`src/rtl/btn_multi_in_if.sv`:
```
// Button conditioner bus: raw pins in, debounced level and event pulses out.
interface btn_multi_in_if #(
  parameter int N_CH = 4
);
  logic [N_CH-1:0] i_btn;
  logic [N_CH-1:0] o_level;
  logic [N_CH-1:0] o_press;
  logic [N_CH-1:0] o_release;
  logic [N_CH-1:0] o_long;
  logic [N_CH-1:0] o_rep;

  modport master (output i_btn, input o_level, o_press, o_release, o_long, o_rep);
  modport slave  (input i_btn, output o_level, o_press, o_release, o_long, o_rep);
endinterface

```
`src/rtl/btn_multi_in.sv`:
```
// Multi-channel push-button conditioner: shared sample tick, per-channel
// sync/debounce and press/release/long/repeat pulse generation.
module btn_ch #(
  parameter int STABLE_N     = 2,
  parameter int LONG_TICKS   = 50,
  parameter int REPEAT_TICKS = 10,
  parameter bit ACTIVE_LOW   = 1'b0
) (
  input  logic clk,
  input  logic rst_n,
  input  logic tick,
  input  logic btn,
  output logic level,
  output logic press,
  output logic rel,
  output logic lng,
  output logic rep
);
  localparam int HMAX = LONG_TICKS + REPEAT_TICKS;
  localparam int DW   = $clog2(STABLE_N + 1);
  localparam int HW   = $clog2(HMAX + 1);
  localparam logic [DW-1:0] DB_LAST    = DW'(STABLE_N - 1);
  localparam logic [HW-1:0] H_LONG     = HW'(LONG_TICKS);
  localparam logic [HW-1:0] H_MAX      = HW'(HMAX);
  localparam logic [HW-1:0] H_PRE_LONG = HW'(LONG_TICKS - 1);
  localparam logic [HW-1:0] H_PRE_REP  = HW'(HMAX - 1);

  logic [1:0]    sync;
  logic          s;
  logic [DW-1:0] db;
  logic [HW-1:0] hold;
  logic          armed;
  logic          toggle;

  assign s      = sync[1];
  assign toggle = tick && (s != level) && (db == DB_LAST);

  always_ff @(posedge clk or negedge rst_n) begin
    if (!rst_n) sync <= 2'b00;
    else        sync <= {sync[0], btn ^ ACTIVE_LOW};
  end

  always_ff @(posedge clk or negedge rst_n) begin
    if (!rst_n) begin
      level <= 1'b0;
      db    <= '0;
      hold  <= '0;
      armed <= 1'b0;
      press <= 1'b0;
      rel   <= 1'b0;
      lng   <= 1'b0;
      rep   <= 1'b0;
    end else begin
      press <= 1'b0;
      rel   <= 1'b0;
      lng   <= 1'b0;
      rep   <= 1'b0;
      if (tick) begin
        if (s != level) begin
          if (db == DB_LAST) begin
            level <= s;
            db    <= '0;
            hold  <= '0;
            armed <= 1'b0;
            press <= s;
            rel   <= ~s;
          end else begin
            db <= db + 1'b1;
          end
        end else begin
          db <= '0;
        end
        // Hold timing runs only while pressed and never on the toggle tick,
        // so a release coinciding with long/repeat suppresses them.
        if (level && !toggle) begin
          if (armed && (REPEAT_TICKS > 0) && (hold == H_PRE_REP)) begin
            rep  <= 1'b1;
            hold <= H_LONG;
          end else if (hold != H_MAX) begin
            hold <= hold + 1'b1;
          end
          if (hold == H_PRE_LONG) begin
            lng   <= 1'b1;
            armed <= 1'b1;
          end
        end
      end
    end
  end
endmodule

module btn_multi_in #(
  parameter int N_CH         = 4,
  parameter int BIT_SIZE     = 20,
  parameter int STABLE_N     = 2,
  parameter int LONG_TICKS   = 50,
  parameter int REPEAT_TICKS = 10,
  parameter bit ACTIVE_LOW   = 1'b0
) (
  input  logic           clk,
  input  logic           i_rst_n,
  btn_multi_in_if.slave  bus
);
  logic [BIT_SIZE-1:0] tick_cnt;
  logic                tick;
  logic [N_CH-1:0]     level, press, rel, lng, rep;

  // Free-running divider; wraps naturally after all-ones.
  always_ff @(posedge clk or negedge i_rst_n) begin
    if (!i_rst_n) tick_cnt <= '0;
    else          tick_cnt <= tick_cnt + 1'b1;
  end

  assign tick = &tick_cnt;

  for (genvar i = 0; i < N_CH; i++) begin : g_ch
    btn_ch #(
      .STABLE_N     (STABLE_N),
      .LONG_TICKS   (LONG_TICKS),
      .REPEAT_TICKS (REPEAT_TICKS),
      .ACTIVE_LOW   (ACTIVE_LOW)
    ) u_ch (
      .clk   (clk),
      .rst_n (i_rst_n),
      .tick  (tick),
      .btn   (bus.i_btn[i]),
      .level (level[i]),
      .press (press[i]),
      .rel   (rel[i]),
      .lng   (lng[i]),
      .rep   (rep[i])
    );
  end

  assign bus.o_level   = level;
  assign bus.o_press   = press;
  assign bus.o_release = rel;
  assign bus.o_long    = lng;
  assign bus.o_rep     = rep;
endmodule

```
`src/flat_wrapper.sv`:
```
// flat-port wrapper written by rule: the top's interface ports become plain ports
module btn_multi_in_flat 
#(
  parameter int N_CH         = 4,
  parameter int BIT_SIZE     = 20,
  parameter int STABLE_N     = 2,
  parameter int LONG_TICKS   = 50,
  parameter int REPEAT_TICKS = 10,
  parameter bit ACTIVE_LOW   = 1'b0
)
  (clk, i_rst_n, bus_i_btn, bus_o_level, bus_o_press, bus_o_release, bus_o_long, bus_o_rep);
  btn_multi_in_if #(.N_CH(N_CH)) bus_i ();
  input  logic clk;
  input  logic i_rst_n;
  input wire logic [$bits(bus_i.i_btn)-1:0] bus_i_btn;
  output wire logic [$bits(bus_i.o_level)-1:0] bus_o_level;
  output wire logic [$bits(bus_i.o_press)-1:0] bus_o_press;
  output wire logic [$bits(bus_i.o_release)-1:0] bus_o_release;
  output wire logic [$bits(bus_i.o_long)-1:0] bus_o_long;
  output wire logic [$bits(bus_i.o_rep)-1:0] bus_o_rep;
  assign bus_i.i_btn = bus_i_btn;
  assign bus_o_level = bus_i.o_level;
  assign bus_o_press = bus_i.o_press;
  assign bus_o_release = bus_i.o_release;
  assign bus_o_long = bus_i.o_long;
  assign bus_o_rep = bus_i.o_rep;
  btn_multi_in #(.N_CH(N_CH), .BIT_SIZE(BIT_SIZE), .STABLE_N(STABLE_N), .LONG_TICKS(LONG_TICKS), .REPEAT_TICKS(REPEAT_TICKS), .ACTIVE_LOW(ACTIVE_LOW)) u_core (.clk(clk), .i_rst_n(i_rst_n), .bus(bus_i));
endmodule
```
`config.mk`:
```
export PLATFORM = sky130hd
export DESIGN_NAME = btn_multi_in_flat
export DESIGN_NICKNAME = d
export VERILOG_FILES = /design/src/rtl/btn_multi_in_if.sv /design/src/rtl/btn_multi_in.sv /design/src/flat_wrapper.sv
export SDC_FILE = /design/constraint.sdc
export NUM_CORES = 1
export LEC_CHECK = 0
export ABC_AREA = 1
export BUFFER_PORTS_ARGS = -buffer_cell sky130_fd_sc_hd__buf_4
export CORE_MARGIN = 4
export CORE_UTILIZATION = 63
export CTS_BUF_LIST = sky130_fd_sc_hd__clkbuf_8
export DETAILED_ROUTE_END_ITERATION = 10
export GPL_TIMING_DRIVEN = 0
export HOLD_SLACK_MARGIN = 0.06
export PLACE_DENSITY = 0.79
export SYNTH_ARGS = -nofsm -noshare
export SYNTH_HDL_FRONTEND = slang
export SYNTH_SLANG_ARGS = --single-unit
export TNS_END_PERCENT = 20
```
`constraint.sdc`:
```
create_clock -name clk -period 2.1 [get_ports clk]
set_input_delay 0.42 -clock clk [delete_from_list [all_inputs] [get_ports clk]]
set_output_delay 0.42 -clock clk [all_outputs]
set_load 0.03 [all_outputs]
```
# == Yosys cells after proc, flatten, opt, wreduce, memory -nomap -nowiden ==
# Index checks and enable logic that the tools add are counted.
# word_totals
word_cells,187
out_inout_bits,20
inputBits,6
regBits,84
# op_classes
addsub,9
eq_ne,20
bitwise,4
n_reduce_logical,25
mux,92
# op_table
cell,n
2-to-1 mux 6 bit,20
AND reduction 22 bit,4
2-to-1 mux 1 bit,64
equality test 6 bit (second input constant),8
adder 6 x 1 -> 6 bit (second input constant),4
!= test 6 bit (second input constant),4
adder 20 x 1 -> 20 bit (second input constant),1
AND reduction 20 bit,1
logical AND 1 bit,16
2-to-1 mux 2 bit,8
adder 2 x 1 -> 2 bit (second input constant),4
equality test 2 x 1 -> 1 bit (second input constant),4
logical NOT 1 bit,4
!= test 1 bit,4
inverter 1 bit,4

# == Logic depth before layout (Yosys ltp) ==
# depth
depth_word,7
mapped_depth,12
ltp_nobuf,11

# == Modules after synthesis ==
# Synthesis repeated with hierarchy kept, for this count alone.
# unflattened
cells_unflattened,605
area_unflattened_um2,4765.8
# by_module_without_submodules
module,seq_area_each_um2,n_inst,cells_each,area_per_inst_um2
btn_ch at u_core.g_ch[0].u_ch ...,400.4,3,122,953.4
btn_multi_in,500.5,1,118,1007.2
btn_ch at u_core.g_ch[2].u_ch,400.4,1,121,898.4

# == Worst setup path after synthesis ==
# OpenSTA, ideal clock, no wires.
# synth_timing
path_kind,flip-flop to flip-flop
start,reg u_core.tick_cnt[0]
end,reg u_core.g_ch[1].u_ch.db[0]
required_time_ns,1.975
setup_time_ns,0.125
n_path_buf,2
t_arrival_ns,1.475
path_slack_ns,0.500
synth_period_minus_slack_ns,1.600
stages_incl_launch_ff,11
path_cell_list,dfrtp_1 -> ha_1 -> nand2_1 -> nor2_1 -> nand2_2 -> nor2_2 -> nand3_2 -> buf_6 -> buf_6 -> a31oi_2 -> a21oi_1
# synth_between
elab_chain_cells,1
# synth_rtl
item,line_no,text
"start, declared",btn_multi_in.sv:104,logic [BIT_SIZE-1:0] tick_cnt;
"start signal, assigned",btn_multi_in.sv:111,else tick_cnt <= tick_cnt + 1'b1;
AND reduction 20 bit,btn_multi_in.sv:114,assign tick = &tick_cnt;
"end signal, assigned",btn_multi_in.sv:68,db <= db + 1'b1;
"end, declared",btn_multi_in.sv:30,logic [DW-1:0] db;
# No other way between the ends.
# A chain may end at the register's enable or synchronous reset.

# == Worst setup path after layout ==
# layout_timing
start,reg u_core.tick_cnt[0]
end,reg u_core.g_ch[2].u_ch.hold[3]
# layout_between
elab_chain_cells,6
# layout_rtl
item,line_no,text
AND reduction 20 bit *,btn_multi_in.sv:114,
logical AND 1 bit (2 in a row),btn_multi_in.sv:36,assign toggle = tick && (s != level) && (db == DB_LAST);
logical NOT 1 bit,btn_multi_in.sv:75,if (level && !toggle) begin
logical AND 1 bit,btn_multi_in.sv:75,
2-to-1 mux 6 bit,btn_multi_in.sv:75,
"end signal, assigned",btn_multi_in.sv:80,hold <= hold + 1'b1;
"end, declared",btn_multi_in.sv:31,logic [HW-1:0] hold;
# Mark *: on every way between the ends. The rest lies on a longest branch, timed or not.

==> reports/results.ini <==
[worst_setup_path]
crit_path_top_delay_cell = dfrtp_1
required_ns = 2.33
crit_arrival_ns = 2.19
endpoint = u_core.g_ch[2].u_ch.hold[3]
crit_top_cell = nor2_1
rrSetupSlack_ns = 0.14
crit_start = u_core.tick_cnt[0]
worstSetupPathType = reg2reg
cpPeakStageDelay_ns = 0.35
r2r_cells = 10
rr_endpoint = u_core.g_ch[2].u_ch.hold[3]
r2r_start = u_core.tick_cnt[0]
critPathBufInv = 0
path_max_fanout = 5
path_delay_family = simple AND/OR/NAND/NOR gates
crit_chain = ha_1 > nand2_1 > nor2_1 > nand2_2 > nor2_2 > nand3_2 > nor2_1 > nor2_1 > nand2_1 > o21ai_1
cp.depth = 10
start_kind = flop
endpoint_kind = flop

[cells_and_area]
fin_cells = 686
antenna_cells = 0
final_layout_size_suffix_gt1_share_pct = 13.7
design_area_mm2 = 0.00500
nFillCells = 551
final_common_cell = nand2_1
syn2layout_area_growth_pct = 12.0
utilization_pct = 73.2
fin_nets = 605
mostFrequentLayoutCells = 139 x nand2_1, 84 x dfrtp_1, 68 x inv_1, 68 x nor2_1, 45 x buf_4

[die]
core-area_mm2 = 0.00683
die-area_mm2 = 0.00850
boundaryPins = 26
die_w_um = 92.2
rows = 30
start_util_pct = 65.4
die_h_um = 92.2

[timing]
fin_ws_ns = 0.142
rsz0062_at_grt = yes
setup_violations = 0
skew_ns = 0.00574
timing.final.max_slew_violations = 0
finalCritPeriodShare_pct = 93.2
timing.final.crit_period_ns = 1.96
hold_viol = 0
tightest_slew_ns = 1.00
fmax_mhz = 511
slew_headroom_pct = 33.3

[placed_design]
place_ws_ns = 0.148
post_dp_cell_area_mm2 = 0.00477
dp_cells = 671
gp_congestion = 0.896
hpwlAfterDp_mm = 5.98
place.port_buffers = 25

[routing]
wirelength_mm = 8.37
drc_errors = 0
avgRoutedWirePerCell_um = 12.2
firstDrtPassIters = 5
postRouteAntennaNets = 0
vias = 3543
drt_iter0_drc = 168
viasPerCell = 5.16

[clocking]
cts_root_buffer = clkbuf_8
holdBufCountCts = 0
cts.sinks = 84
clk_pin_slew_ns = 0.08
cts_max_level = 3
cts_resized = 0
clock_path_buffers = 2
cts_buffers = 9
cts_tree = done
clk_latency_ns = 0.34
cts_setup_buffers = 0

[yosys]
syn_area_mm2 = 0.00447
ys_top_cells_by_area = dfrtp_1 47%, nand2_1 12%, nor2_1 5.8%
syn_inst = 550
syn_nets = 569
yosysTopAreaCell = dfrtp_1
ys.flop_type = dfrtp_1
synth_edf_count = 0
synth-seq-cells = 84
async_flop_share_pct = 100
yosysWarningCount = 0
synthDistinctLibCells = 30
yosysTopAreaCellShare_pct = 47.1
postSynthAreaPerCell_um2 = 8.12
synth_seq_area_share_pct = 47.1

[global_routing]
grt_max_degree = 85
grt_pass1_wl_mm = 14.9
grt-ovfl-total = 0
grt_pass1_vias = 3353
grt.total_usage_pct = 21.6
antenna_found_initial = 0

[worst_hold_path]
hp-class = in2reg

[job]
drv_cap = 0

[status]
status = completed

[power]
power.leakage_uw = 0.00247
max-vdd-ir-drop_mv = 0.565
powerDensity_mw_per_mm2 = 587

## routing by layer
metal | global-route usage, % | wire length, um | up-vias
li1 | - | - | 1784
met1 | 28.9 | 3900 | 1671
met2 | 34.9 | 3960 | 78
met3 | 5.50 | 421 | 10
met4 | 6.31 | 94 | 0
met5 | 0 | 0 | -
## kinds of logic after synthesis
| kind of cell | Yosys count | share of synthesized area (%) |
|---|---|---|
| compound gates | 54 | 7.34 |
| flops | 84 | 47.1 |
| buf+inv | 96 | 10.3 |
| xor+xnor | 25 | 4.90 |
| fa+ha+maj | 13 | 3.64 |
| simple gates | 278 | 26.8 |
## Yosys cell counts (3+ instances only)
cell type  number
nand3_1        36
ha_1           13
nor3_1          8
buf_6           3
xor2_1         17
o21ai_1         6
xnor2_1         8
clkbuf_1        4
dfrtp_1        84
nor2_1         69
o21ai_0        20
nand2_1       139
a21oi_1        17
a31oi_1         4
nand4_1        13
nor2_2          4
inv_1          68
buf_4          20
## worst min path at each step
stage                                           start  slack, ns                          end  depth (start not counted)
after CTS                                bus_i_btn[0]       0.16  u_core.g_ch[0].u_ch.sync[0]                          1
after floorplan                               i_rst_n       0.12    u_core.g_ch[0].u_ch.armed                          0
after global placement    u_core.g_ch[3].u_ch.sync[0]       0.33  u_core.g_ch[3].u_ch.sync[1]                          0
after global routing                     bus_i_btn[0]       0.15  u_core.g_ch[0].u_ch.sync[0]                          1
final                                    bus_i_btn[0]       0.18  u_core.g_ch[0].u_ch.sync[0]                          1
after detailed placement  u_core.g_ch[3].u_ch.sync[0]       0.33  u_core.g_ch[3].u_ch.sync[1]                          0
## sequential cells by signal (all words and copies together) (netlist names)
| name | flops |
|---|---|
| u_core.g_ch.u_ch.sync | 8 |
| u_core.g_ch.u_ch.armed | 4 |
| u_core.g_ch.u_ch.lng | 4 |
| u_core.g_ch.u_ch.rep | 4 |
| u_core.g_ch.u_ch.press | 4 |
| u_core.g_ch.u_ch.hold | 24 |
| u_core.tick_cnt | 20 |
| u_core.g_ch.u_ch.rel | 4 |
| u_core.g_ch.u_ch.level | 4 |
| u_core.g_ch.u_ch.db | 8 |
## where the power goes
group,total (uW),leakage [uW],internal (uW),switching [uW]
Clock,1260,0.000111,726,537
Sequential,1630,0.00114,1620,4.69
Combinational,42.5,0.00121,7.30,35.2
Total,2930,0.00247,2360,577
## final cells by class
type	count	area [um^2]	area share (%)
Sequential cell	84	2100	42.0
Multi-Input combinational cell	370	1910	38.2
Inverter	69	260	5.20
Buffer	27	199	3.98
Timing Repair Buffer	25	188	3.75
Clock buffer	11	151	3.03
Tap cell	96	120	2.40
Clock inverter	4	72.6	1.45
## through the flow
| step | setup TNS (ns) | power, uW | hold slack, ns |
|---|---|---|---|
| after global routing | -0.150 | 3050 | 0.153 |
| after global placement | 0 | 1710 | 0.334 |
| after floorplan | 0 | 1670 | 0.124 |
| after detailed placement | 0 | 1710 | 0.335 |
| after CTS | 0 | 2970 | 0.165 |
| final | 0 | 2930 | 0.179 |
No activity file was read; power rests on OpenSTA's default activity.
